## config.mk

```make
export PLATFORM = sky130hd
export DESIGN_NAME = ham_secded_decoder_pipe
export DESIGN_NICKNAME = d
export VERILOG_FILES = /design/src/rtl/ham_secded_decoder_pipe.sv
export SDC_FILE = /design/constraint.sdc
export NUM_CORES = 1
export LEC_CHECK = 0
export ABC_AREA = 1
export CORE_MARGIN = 2
export CORE_UTILIZATION = 30
export DETAILED_ROUTE_END_ITERATION = 7
export HOLD_SLACK_MARGIN = 0.08
export PLACE_DENSITY = 0.54
export SYNTH_ARGS = -nofsm -noshare
export SYNTH_HDL_FRONTEND = slang
export SYNTH_SLANG_ARGS = --single-unit
```

## constraint.sdc

```tcl
create_clock -name clk -period 2 [get_ports clk]
set_clock_uncertainty 0.15 [all_clocks]
set_input_delay 0.6 -clock clk [delete_from_list [all_inputs] [get_ports clk]]
set_output_delay 0.6 -clock clk [all_outputs]
set_load 0.01 [all_outputs]
```

## src/rtl/ham_secded_decoder_pipe.sv

```systemverilog
// ham_secded_decoder_pipe: two-stage Hamming SEC/SECDED decoder with valid/ready flow control and saturating error counters
module ham_secded_decoder_pipe #(
    parameter int DATA_W = 4,
    parameter int PAR_W  = 3,
    parameter int SECDED = 1,
    parameter int CNT_W  = 16,
    localparam int N     = DATA_W + PAR_W + SECDED
) (
    input  logic              clk,
    input  logic              rst_n,
    input  logic              in_valid,
    output logic              in_ready,
    input  logic [N-1:0]      in_code,
    output logic              out_valid,
    input  logic              out_ready,
    output logic [DATA_W-1:0] out_data,
    output logic [PAR_W-1:0]  out_syndrome,
    output logic              out_single,
    output logic              out_double,
    input  logic              cnt_clr,
    output logic [CNT_W-1:0]  cnt_corr,
    output logic [CNT_W-1:0]  cnt_uncorr
);
    localparam int H = DATA_W + PAR_W;
    localparam logic [CNT_W-1:0] CNT_MAX = '1;

    // Bit index of the k-th data bit: the k-th position (1-based) that is not a power of two.
    function automatic int data_pos(input int k);
        int n;
        int r;
        n = 0;
        r = 0;
        for (int p = 1; p <= H; p++)
            if ((p & (p - 1)) != 0) begin
                if (n == k) r = p - 1;
                n++;
            end
        return r;
    endfunction

    logic              advance;
    logic [PAR_W-1:0]  syn;
    logic              op;
    logic              s1_valid;
    logic [N-1:0]      s1_code;
    logic [PAR_W-1:0]  s1_syn;
    logic              s1_op;
    logic              in_range;
    logic              nz;
    logic              single;
    logic              double;
    logic [N-1:0]      fixed;
    logic [DATA_W-1:0] data;

    assign advance  = ~out_valid | out_ready;
    assign in_ready = advance;

    // Syndrome is the XOR of the 1-based positions holding a 1; op covers the whole word.
    always_comb begin
        syn = '0;
        for (int i = 0; i < H; i++) syn = syn ^ (in_code[i] ? PAR_W'(i + 1) : '0);
        op = SECDED != 0 ? ^in_code : 1'b0;
    end

    // Classify the stage-1 word and flip the addressed position when it is correctable.
    always_comb begin
        in_range = int'(s1_syn) <= H;
        nz       = s1_syn != '0;
        single   = SECDED != 0 ? s1_op & in_range : nz & in_range;
        double   = SECDED != 0 ? (s1_op ? ~in_range : nz) : ~in_range;
        fixed    = s1_code;
        for (int i = 0; i < H; i++) fixed[i] = s1_code[i] ^ (single && int'(s1_syn) == i + 1);
    end

    for (genvar k = 0; k < DATA_W; k++) begin : g_data
        assign data[k] = fixed[data_pos(k)];
    end

    // Stage 1: capture codeword with its syndrome and overall parity.
    always_ff @(posedge clk)
        if (!rst_n) begin
            s1_valid <= 1'b0;
            s1_code  <= '0;
            s1_syn   <= '0;
            s1_op    <= 1'b0;
        end else if (advance) begin
            s1_valid <= in_valid;
            s1_code  <= in_code;
            s1_syn   <= syn;
            s1_op    <= op;
        end

    // Stage 2: corrected data and flags; flags are masked for bubbles.
    always_ff @(posedge clk)
        if (!rst_n) begin
            out_valid    <= 1'b0;
            out_data     <= '0;
            out_syndrome <= '0;
            out_single   <= 1'b0;
            out_double   <= 1'b0;
        end else if (advance) begin
            out_valid    <= s1_valid;
            out_data     <= data;
            out_syndrome <= s1_syn;
            out_single   <= s1_valid & single;
            out_double   <= s1_valid & double;
        end

    // Saturating counters of accepted results; clear beats a simultaneous increment.
    always_ff @(posedge clk)
        if (!rst_n || cnt_clr) begin
            cnt_corr   <= '0;
            cnt_uncorr <= '0;
        end else if (out_valid && out_ready) begin
            cnt_corr   <= cnt_corr + CNT_W'(out_single && cnt_corr != CNT_MAX);
            cnt_uncorr <= cnt_uncorr + CNT_W'(out_double && cnt_uncorr != CNT_MAX);
        end
endmodule
```

==> impl_metrics.toml, run 1 <==
[critical_path]
path_max_fanout = 2
path_delay_family = "buffers and inverters"
critPathArrivalTime_ns = 1.22
cp-end-kind = "output port"
crit_required_ns = 1.25
crit_start = "out_syndrome[2]"
cp-start-kind = "register"
critPathSlowestCell = "clkdlybuf4s50_1"
path_buf_inv = 1
slowest_delay_ns = 0.55
path_cells = "clkdlybuf4s50_1"
timing.rr.start = "cnt_corr[8]"
worstSetupPathType = "reg -> out"

[synth]
synthCells = 395
ys_types = 34
synth_flop_cell = "dfxtp_1"
synth-edff-count = 0
syn_avg_cell_area_um2 = 6.84
seq_area_frac_synth = 0.378
yosys_warnings = 0
ys_ff_latch = 51
synthArstFlopShare = 0
synthesis.nets = 414
syn_area_um2 = 2700

[floorplanning]
ios = 56
coreArea_um2 = 8720
start_util = 0.310
die_y_um = 98.9
rows = 34
die_area_um2 = 9780
die_w_um = 98.9

[cells_and_area]
layout_commonest_cell = "nand2_1"
diodes = 0
final_cell_mix = "nand2_1 (79), buf_4 (64), inv_1 (57)"
layout.nets = 532
postLayoutCellArea_um2 = 3960
drive_gt1_frac = 0.247
fillers = 938
syn_to_final_growth_pct = 46.7
fin_cells = 622

[place]
dpl_worst_slack_ns = -0.602
port_buffers = 55
place_congestion = 0.781
hpwl_um = 5350
dpl_cell_area_um2 = 3810
dp.cells = 612

[cts]
clock_path_buffers = 2
insertion_delay_ns = 0.30
clock_sinks = 51
htreeDepth = 2
cts_buffers = 5
cts.clk_slew.worst_paths_ns = 0.09
root_buffer = "clkbuf_8"
cts_hold_buf = 0
cts_tree = "done"

[power]
leakage_uw = 0.00194
ir_drop_mv = 0.268
p_per_area_nw_per_um2 = 488

[timing]
slew_violations = 0
hold_ws_ns = 0.330
setup-tns-final_ns = 0
hold_viol = 0
rsz0062_at_grt = "true"
setup_ws_ns = 0.0326
fin_crit_sh = 0.984
finalSetupViolCount = 0
period_minus_slack_ns = 1.97
max_slew_margin = 0.782
worstMarginPinSlew_ns = 0.325
max_freq_mhz = 508

[hold_path]
min_path_type = "reg -> reg"
min-delay-start = "s1_code[6]"

[global_routing]
grt_use_total = 0.142
antenna_found_initial = 0
grt_pass1_vias = 2577
grt_pass1_wl_um = 11500
gr-total-overflow = 0
grt_max_degree = 28

[route]
drtAntennaViolNets = 0
routedWlPerCell_um = 10.9
route.detailed.drc = 0
drt-total-wl_um = 6810
viasPerCell = 4.48
via_count = 2784
drt_iter0_markers = 52
drtPass1Iterations = 4

[outcome]
outcome = "finished clean"

[flow_run]
drv_cap = 0
-- layout make-up --
type                       instances  area, um2  area share
clock inverter                     1       5.00     0.00126
multi-input combinational        272       1450       0.366
tap                              108        135      0.0341
clock buffer                       7       76.3      0.0193
timing repair buffer             120       1010       0.256
inverter                          63        241      0.0609
sequential                        51       1040       0.263
-- metrics by stage --
stage | utilization | power (uW)
3_5_place_dp | 0.437 | 1370
2_1_floorplan | - | 1250
5_1_grt | 0.455 | 2030
6_report | 0.455 | 1930
3_3_place_gp | 0.437 | 1370
4_1_cts | 0.446 | 1960
-- where the power goes --
part / leakage (uW) / switching, uW / internal [uW]
Clock: 0.0000422 / 344 / 247
Sequential: 0.000423 / 26.5 / 1050
Combinational: 0.00147 / 141 / 129
-- final timing paths --
path	endpoint	slack (ns)	cells after the start
max reg2reg	cnt_corr[5]	0.09	12
max	out_syndrome[2]	0.03	1
min reg2reg	s1_code[6]	0.33	2
min	s1_code[6]	0.33	2
-- synth_stat cells, types with 2 or more instances --
master	n	area (um2)
nand2_2	2	12.5
nor2_2	3	18.8
a21oi_1	25	125
o21ai_0	29	145
o211ai_1	4	30.0
nand2_1	87	327
o31a_1	2	17.5
nand4_1	9	56.3
dfxtp_1	51	1020
nor2_1	48	180
a31oi_1	3	18.8
nand3_2	3	30.0
inv_2	3	11.3
inv_1	59	221
buf_2	5	25.0
nor3_2	2	20.0
ha_1	6	75.1
xnor2_1	8	70.1
nor3_1	7	35.0
nor2_4	3	33.8
nand3_1	23	115
-- sequential cells by signal, indices dropped and copies added (netlist names), 3 cells and up --
signal	count
cnt_corr	16
cnt_uncorr	16
out_data	4
s1_code	4
out_syndrome	3
s1_syn	3
-- layer usage --
| metal | up-vias | global-route usage | share of wire |
|---|---|---|---|
| met5 | - | 0 | 0 |
| met4 | 0 | 0.0411 | 0.012 |
| met2 | 50 | 0.251 | 0.48 |
| met3 | 4 | 0.0255 | 0.040 |
| li1 | 1503 | - | - |
| met1 | 1227 | 0.176 | 0.47 |
-- tightest hold or removal path: stages, from the launching register on --
cell     delay [ns]
dfxtp_1        0.32
inv_1          0.07
a21oi_1        0.06
-- logic make-up after synthesis --
logic type	count (synthesis)	synth area share
compound gates	66	0.133
xor+xnor	9	0.0292
fa+ha+maj	6	0.0278
buf+inv	72	0.112
flops	51	0.378
simple gates	191	0.320
-- repair_timing --
item | 4_1_cts | 5_1_grt
setup buffers | 1 | 1
endpoints found under the setup margin | 44 | 20
gates resized for setup | 51 | 29
pin swaps | 4 | 9
(Power assumes the default switching activity.)
==> run 2: changes to the inputs <==
--- a/config.mk
+++ b/config.mk
@@ -6,6 +6,7 @@
 export NUM_CORES = 1
 export LEC_CHECK = 0
 export ABC_AREA = 1
+export ABC_CLOCK_PERIOD_IN_PS = 2000
 export CORE_MARGIN = 2
 export CORE_UTILIZATION = 30
 export DETAILED_ROUTE_END_ITERATION = 7
==> results of run 2 <==
The final DEF is identical to that of run 1; final timing and power are the same.
